===== src/rtl/mips_dec_stage.sv =====
// Registered MIPS decode/issue stage: valid/ready in and out, load-use interlock,
// and an issue hold after a branch/jump until execute resolves it.
module mips_dec_stage #(
  parameter int PC_W        = 32,
  parameter int ALUOP_W     = 5,
  parameter int DELAY_SLOTS = 1,
  parameter int INTERLOCK   = 1
) (
  input  logic               clk,
  input  logic               rst,
  input  logic               in_valid,
  output logic               in_ready,
  input  logic [31:0]        in_inst,
  input  logic [PC_W-1:0]    in_pc,
  input  logic               flush,
  input  logic               br_resolve,
  output logic               out_valid,
  input  logic               out_ready,
  output logic [PC_W-1:0]    out_pc,
  output logic [4:0]         out_rs,
  output logic [4:0]         out_rt,
  output logic [4:0]         out_rd,
  output logic [4:0]         out_shamt,
  output logic [4:0]         out_wreg,
  output logic               out_regwr,
  output logic               out_extop,
  output logic               out_alusrc,
  output logic               out_memwr,
  output logic               out_memtoreg,
  output logic               out_jump,
  output logic               out_branch,
  output logic               out_shiftctl,
  output logic               out_signctl,
  output logic               out_savepc,
  output logic               out_illegal,
  output logic [ALUOP_W-1:0] out_aluop,
  output logic [15:0]        out_imm16,
  output logic [25:0]        out_jtarget
);

  localparam logic [ALUOP_W-1:0] ALU_ADD  = ALUOP_W'(0);
  localparam logic [ALUOP_W-1:0] ALU_SUB  = ALUOP_W'(1);
  localparam logic [ALUOP_W-1:0] ALU_AND  = ALUOP_W'(2);
  localparam logic [ALUOP_W-1:0] ALU_OR   = ALUOP_W'(3);
  localparam logic [ALUOP_W-1:0] ALU_NOR  = ALUOP_W'(4);
  localparam logic [ALUOP_W-1:0] ALU_SRL  = ALUOP_W'(5);
  localparam logic [ALUOP_W-1:0] ALU_SLT  = ALUOP_W'(6);
  localparam logic [ALUOP_W-1:0] ALU_XOR  = ALUOP_W'(8);
  localparam logic [ALUOP_W-1:0] ALU_SRA  = ALUOP_W'(9);
  localparam logic [ALUOP_W-1:0] ALU_BGTZ = ALUOP_W'(10);
  localparam logic [ALUOP_W-1:0] ALU_BLEZ = ALUOP_W'(11);
  localparam logic [ALUOP_W-1:0] ALU_BNE  = ALUOP_W'(12);
  localparam logic [ALUOP_W-1:0] ALU_SLL  = ALUOP_W'(13);

  localparam logic [5:0] OP_RTYPE = 6'b000000;
  localparam logic [5:0] OP_J     = 6'b000010;
  localparam logic [5:0] OP_JAL   = 6'b000011;
  localparam logic [5:0] OP_SW    = 6'b101011;

  typedef enum logic [1:0] {RUN, SLOT, WAIT} state_t;

  typedef struct packed {
    logic               regwr;
    logic               extop;
    logic               alusrc;
    logic               memwr;
    logic               memtoreg;
    logic               jump;
    logic               branch;
    logic               shiftctl;
    logic               signctl;
    logic               savepc;
    logic               illegal;
    logic [ALUOP_W-1:0] aluop;
  } ctl_t;

  typedef struct packed {
    logic [PC_W-1:0] pc;
    logic [4:0]      rs;
    logic [4:0]      rt;
    logic [4:0]      rd;
    logic [4:0]      shamt;
    logic [4:0]      wreg;
    ctl_t            ctl;
    logic [15:0]     imm16;
    logic [25:0]     jtarget;
  } bundle_t;

  logic [5:0] op;
  logic [5:0] fn;
  ctl_t       ctl;
  logic [4:0] wreg_d;
  logic       is_brj;
  logic       uses_rs;
  logic       uses_rt;
  logic       hazard;
  logic       accept;
  bundle_t    q;
  state_t     state;
  state_t     state_nx;

  assign op = in_inst[31:26];
  assign fn = in_inst[5:0];

  always_comb begin
    // NOTE: every decode output gets a default before the case, so no path can infer a latch.
    ctl    = '0;
    wreg_d = in_inst[20:16];
    case (op)
      OP_RTYPE: begin
        ctl.regwr = 1'b1;
        case (fn)
          6'b100000: ctl.aluop = ALU_ADD;
          6'b100010: ctl.aluop = ALU_SUB;
          6'b100100: ctl.aluop = ALU_AND;
          6'b100101: ctl.aluop = ALU_OR;
          6'b100111: ctl.aluop = ALU_NOR;
          6'b100110: ctl.aluop = ALU_XOR;
          6'b101010: begin ctl.aluop = ALU_SLT; ctl.signctl = 1'b1; end
          6'b101011: ctl.aluop = ALU_SLT;
          6'b000000: ctl.aluop = ALU_SLL;
          6'b000010: ctl.aluop = ALU_SRL;
          6'b000011: ctl.aluop = ALU_SRA;
          6'b000100: begin ctl.aluop = ALU_SLL; ctl.shiftctl = 1'b1; end
          6'b000110: begin ctl.aluop = ALU_SRL; ctl.shiftctl = 1'b1; end
          6'b000111: begin ctl.aluop = ALU_SRA; ctl.shiftctl = 1'b1; end
          default: begin
            ctl         = '0;
            ctl.illegal = 1'b1;
          end
        endcase
        if (!ctl.illegal) wreg_d = in_inst[15:11];
      end
      6'b001000: begin ctl.aluop = ALU_ADD; ctl.regwr = 1'b1; ctl.alusrc = 1'b1; ctl.extop = 1'b1; end
      6'b001100: begin ctl.aluop = ALU_AND; ctl.regwr = 1'b1; ctl.alusrc = 1'b1; end
      6'b001101: begin ctl.aluop = ALU_OR;  ctl.regwr = 1'b1; ctl.alusrc = 1'b1; end
      6'b001110: begin ctl.aluop = ALU_XOR; ctl.regwr = 1'b1; ctl.alusrc = 1'b1; end
      6'b001010: begin
        ctl.aluop = ALU_SLT; ctl.regwr = 1'b1; ctl.alusrc = 1'b1; ctl.extop = 1'b1; ctl.signctl = 1'b1;
      end
      6'b001011: begin ctl.aluop = ALU_SLT; ctl.regwr = 1'b1; ctl.alusrc = 1'b1; ctl.extop = 1'b1; end
      6'b100011: begin
        ctl.aluop = ALU_ADD; ctl.regwr = 1'b1; ctl.extop = 1'b1; ctl.alusrc = 1'b1; ctl.memtoreg = 1'b1;
      end
      OP_SW:     begin ctl.aluop = ALU_ADD; ctl.extop = 1'b1; ctl.alusrc = 1'b1; ctl.memwr = 1'b1; end
      6'b000100: begin ctl.aluop = ALU_SUB;  ctl.branch = 1'b1; end
      6'b000101: begin ctl.aluop = ALU_BNE;  ctl.branch = 1'b1; end
      6'b000110: begin ctl.aluop = ALU_BLEZ; ctl.branch = 1'b1; end
      6'b000111: begin ctl.aluop = ALU_BGTZ; ctl.branch = 1'b1; end
      OP_J:      ctl.jump = 1'b1;
      OP_JAL: begin
        ctl.jump = 1'b1; ctl.savepc = 1'b1; ctl.regwr = 1'b1;
        wreg_d   = 5'd31;
      end
      default:   ctl.illegal = 1'b1;
    endcase
  end

  assign is_brj  = ctl.branch | ctl.jump;
  assign uses_rs = (op != OP_J) && (op != OP_JAL);
  assign uses_rt = (op == OP_RTYPE) || (op == OP_SW) || (op[5:2] == 4'b0001);

  // Only LW sets memtoreg, so it marks a held load for the interlock.
  assign hazard = (INTERLOCK != 0) && out_valid && q.ctl.memtoreg && (q.wreg != 5'd0) &&
                  ((uses_rs && (q.wreg == in_inst[25:21])) ||
                   (uses_rt && (q.wreg == in_inst[20:16])));

  assign in_ready = (!out_valid || out_ready) && !hazard && !flush && (state != WAIT);
  assign accept   = in_valid && in_ready;

  always_comb begin
    state_nx = state;
    if (flush)
      state_nx = RUN;
    else if (accept && is_brj && (state == RUN || br_resolve))
      state_nx = (DELAY_SLOTS != 0) ? SLOT : WAIT;
    else if (br_resolve)
      state_nx = RUN;
    else if (accept && state == SLOT)
      state_nx = WAIT;
  end

  // NOTE: sequential state uses non-blocking assignments so all registers update together.
  always_ff @(posedge clk or posedge rst) begin
    if (rst) state <= RUN;
    else     state <= state_nx;
  end

  always_ff @(posedge clk or posedge rst) begin
    if (rst) begin
      out_valid <= 1'b0;
      // NOTE: the bundle is reset as well so the outputs read all-zero out of reset.
      q         <= '0;
    end else if (flush) begin
      out_valid <= 1'b0;
    end else if (accept) begin
      out_valid <= 1'b1;
      q.pc      <= in_pc;
      q.rs      <= in_inst[25:21];
      q.rt      <= in_inst[20:16];
      q.rd      <= in_inst[15:11];
      q.shamt   <= in_inst[10:6];
      q.wreg    <= wreg_d;
      q.ctl     <= ctl;
      q.imm16   <= in_inst[15:0];
      q.jtarget <= in_inst[25:0];
    end else if (out_ready) begin
      out_valid <= 1'b0;
    end
  end

  assign out_pc       = q.pc;
  assign out_rs       = q.rs;
  assign out_rt       = q.rt;
  assign out_rd       = q.rd;
  assign out_shamt    = q.shamt;
  assign out_wreg     = q.wreg;
  assign out_regwr    = q.ctl.regwr;
  assign out_extop    = q.ctl.extop;
  assign out_alusrc   = q.ctl.alusrc;
  assign out_memwr    = q.ctl.memwr;
  assign out_memtoreg = q.ctl.memtoreg;
  assign out_jump     = q.ctl.jump;
  assign out_branch   = q.ctl.branch;
  assign out_shiftctl = q.ctl.shiftctl;
  assign out_signctl  = q.ctl.signctl;
  assign out_savepc   = q.ctl.savepc;
  assign out_illegal  = q.ctl.illegal;
  assign out_aluop    = q.ctl.aluop;
  assign out_imm16    = q.imm16;
  assign out_jtarget  = q.jtarget;

endmodule


===== config.mk =====
export PLATFORM = sky130hd
export DESIGN_NAME = mips_dec_stage
export DESIGN_NICKNAME = d
export VERILOG_FILES = /design/src/rtl/mips_dec_stage.sv
export SDC_FILE = /design/constraint.sdc
export NUM_CORES = 1
export LEC_CHECK = 0
export BUFFER_PORTS_ARGS = -buffer_cell sky130_fd_sc_hd__buf_2
export CORE_MARGIN = 2
export CORE_UTILIZATION = 43
export CTS_CLUSTER_DIAMETER = 150
export DETAILED_ROUTE_END_ITERATION = 16
export PLACE_DENSITY = 0.77
export SYNTH_ARGS = -nofsm -noshare
export SYNTH_HDL_FRONTEND = slang
export SYNTH_SLANG_ARGS = --single-unit

===== constraint.sdc =====
create_clock -name clk -period 2.8 [get_ports clk]
set_clock_uncertainty 0.15 [all_clocks]
set_input_delay 0.84 -clock clk [delete_from_list [all_inputs] [get_ports clk]]
set_output_delay 0.84 -clock clk [all_outputs]
set_load 0.005 [all_outputs]

==> impl_metrics.yaml <==
critical_path:
  reg2reg_to: "out_rd[1]$_DFFE_PP0P_"
  required_ns: 1.81
  worst_setup_path_start_kind: "input pin"
  crit_slowest_cell: "nor4_2"
  r2r_slack_ns: 0.30
  max_stage_delay_ns: 0.32
  crit_path_cell_trace: "buf_6, xor2_1, nor4_2, buf_4, nand4_1, o211a_1, buf_2"
  rr_startpoint: "out_wreg[3]$_DFFE_PP0P_"
  worst_ep_arrival_time_ns: 1.95
  crit_type: "in -> out"
  end_kind: "output pin"
  crit_fanout: 2
  r2r_cells: 8
yosys:
  synth_area_leaders: "dfrtp_1, mux2_2, buf_4"
  synth_top_area_cell: "dfrtp_1"
  synthArstFlopShare: 1.000
  ys_types: 51
  synthFlopType: "dfrtp_1"
  synth-edff-count: 0
  synthesis.nets: 404
  syn_inst: 334
  syn_avg_cell_area_um2: 12.28
  synth_seq_cells: 81
  synth.yosys.seq_area_share: 0.4942
  synth_top_area_share: 0.4942
  synth_warnings: 0
  synth_area_um2: 4101
global_route:
  grt_max_degree: 82
  gr-usage-all-layers: 0.1909
  antenna_found_initial: 0
  grt_pass1_wl_mm: 15.19
  grt_overflow: 0
  grt_pass1_vias: 3141
final_layout:
  final_area_um2: 5351
  finish.net_count: 578
  area_growth_pct: 30.48
  diodes: 0
  drive_gt1_frac: 0.6140
  fin_util: 0.5791
clocking:
  clk_pin_slew_ns: 0.07
  htreeDepth: 3
  cts_buffer_depth: 2
  cts-root-buf: "clkbuf_8"
  cts_tree: "yes"
  clk_latency_ns: 0.35
  hold_buffers: 0
  numCtsBuffers: 9
  cts_sinks: 81
timing:
  timing.hold.ws_ns: 0.3559
  max_freq_mhz: 339.8
  post-route-min-period_ns: 2.943
  rsz0062_at_grt: "yes"
  fin_crit_sh: 1.051
  fin_ws_ns: -0.1429
  hold_viol: 0
  finalMaxSlewViolations: 0
  relSlewSlack: 0.6694
  tightest_slew_ns: 0.4833
  finalSetupViolCount: 1
floorplanning:
  die_h_um: 101.7
  start_util: 0.4439
  die_area_um2: 10340
  die_x_um: 101.7
  ios: 187
  rows: 35
  fp.coreArea_um2: 9240
placement:
  postPlaceCellArea_um2: 5122
  dp_hpwl_mm: 7.559
  dp_slack_ns: -0.2068
  port_buffers: 185
  gp_congestion: 0.8556
outcome:
  violations: "setup timing"
  status: "finished with violations"
worst_hold_path:
  min_to: "out_pc[18]$_DFFE_PP0P_"
  worstHoldPathType: "reg -> reg"
  hold_depth: 1
  min_from: "out_pc[18]$_DFFE_PP0P_"
power:
  leakagePower_nw: 2.682
  p_per_area_nw_per_um2: 576.0
  ir_worst_vdd_v: 0.0003625
routing:
  dr.pass1.iters: 5
  via_count: 3196
  viasPerCell: 4.978
  antenna_left: 0
  wire_per_inst_um: 15.56
  drtIter0Drc: 63
  drc: 0
  wirelength_mm: 9.991
job:
  maxCapViolations: 0
-- critical path, delay by kind of cell --
kind / cells / cell delay [ns]
buffers and inverters: 3 / 0.40
and+or+nand+nor: 2 / 0.43
xor gates and xnor gates: 1 / 0.15
AOI/OAI and AO/OA: 1 / 0.14
-- worst max-delay path by stage --
stage / end / cells after the start / slack (ns) / from
floorplan: in_ready / 5 / -0.07 / in_inst[28]
global placement: in_ready / 7 / -0.12 / in_inst[19]
detailed placement: in_ready / 7 / -0.21 / in_inst[19]
CTS: in_ready / 7 / -0.12 / in_inst[16]
global route: in_ready / 7 / -0.22 / in_inst[16]
finish: in_ready / 7 / -0.14 / in_inst[16]
-- report_power, final --
part           switching, mW  leakage, nW  internal [mW]  total (mW)
Combinational          0.329         1.61          0.450       0.779
Sequential             0.119        0.984           1.34        1.46
Clock                  0.425       0.0868          0.415       0.841
Total                  0.873         2.68           2.21        3.08
-- cell usage after synthesis (all sizes together), types with 2 or more instances --
cell,instances
a211o,3
a211oi,4
a21o,3
a21oi,12
a31oi,2
buf,47
clkbuf,6
dfrtp,81
inv,8
mux2,76
mux2i,3
nand2,7
nand2b,5
nand3,6
nand4,4
nor2,7
nor2b,8
nor3,5
nor3b,2
nor4,5
o21ai,5
o32ai,3
or2,2
xnor2,2
xor2,9
-- registers in the layout (all words and copies together) (netlist names), 2 cells and up --
register / flops
out_wreg: 5
out_rt: 4
state: 2
out_aluop: 4
out_jtarget: 2
out_pc: 32
out_rs: 5
out_imm16: 7
out_shamt: 4
out_rd: 4
-- repair_timing --
action,in CTS,in global routing
setup buffers,0,1
endpoints found under the setup margin,1,1
gates resized for setup,3,3
pin swaps,2,1
-- layer usage --
metal,wire length (µm),track usage
met3,560,0.04348
met1,4257,0.2374
met5,0,0
met2,5008,0.3274
met4,165,0.06341
-- cells in the final DEF, fill, tap and decap left out, drive strengths merged, types with 2 or more instances in the layout --
cell type	Yosys	layout
clkbuf	6	12
clkinvlp	0	3
a211o	3	3
dfrtp	81	81
a21oi	12	12
nor3	5	5
nor2b	8	8
or2	2	2
nor2	7	7
nand4	4	4
buf	47	216
a211oi	4	4
o21ai	5	5
a21o	3	3
nand2	7	7
inv	8	7
mux2i	3	3
xnor2	2	2
a31oi	2	2
nor4	5	5
o32ai	3	3
nand3	6	6
nor3b	2	2
mux2	76	76
nand2b	5	5
xor2	9	9
-- final cells by class --
type,count,area [µm²]
well taps,129,161.4
flip-flops and latches,81,2027
repair buffers,216,1227
clock inverters,4,53.80
inverters,8,33.78
multi-input cells,192,1713
clock buffers,12,135.1
fillers,802,3889
-- logic make-up (layout without fill, tap and decap cells) --
group / after synthesis / in the layout / share of synthesized area
buffers and inverters: 61 / 240 / 0.09610
AO/OA/AOI/OAI: 46 / 46 / 0.08451
other: 1 / 1 / 0.0009143
XOR/XNOR: 11 / 11 / 0.02349
flip-flops: 81 / 81 / 0.4942
AND/OR/NAND/NOR: 55 / 55 / 0.07566
multiplexers: 79 / 79 / 0.2251
-- stage by stage --
step | TNS (ns) | instances | power, mW
finish | -0.1429 | 642 | 3.082
global route | -0.2186 | 642 | 3.261
CTS | -0.1220 | 641 | 3.124
detailed placement | -11.13 | 625 | 2.265
global placement | -3.316 | 625 | 2.237
floorplan | -0.07120 | 334 | 1.957
Note: power is estimated with default switching activity, not from simulation.
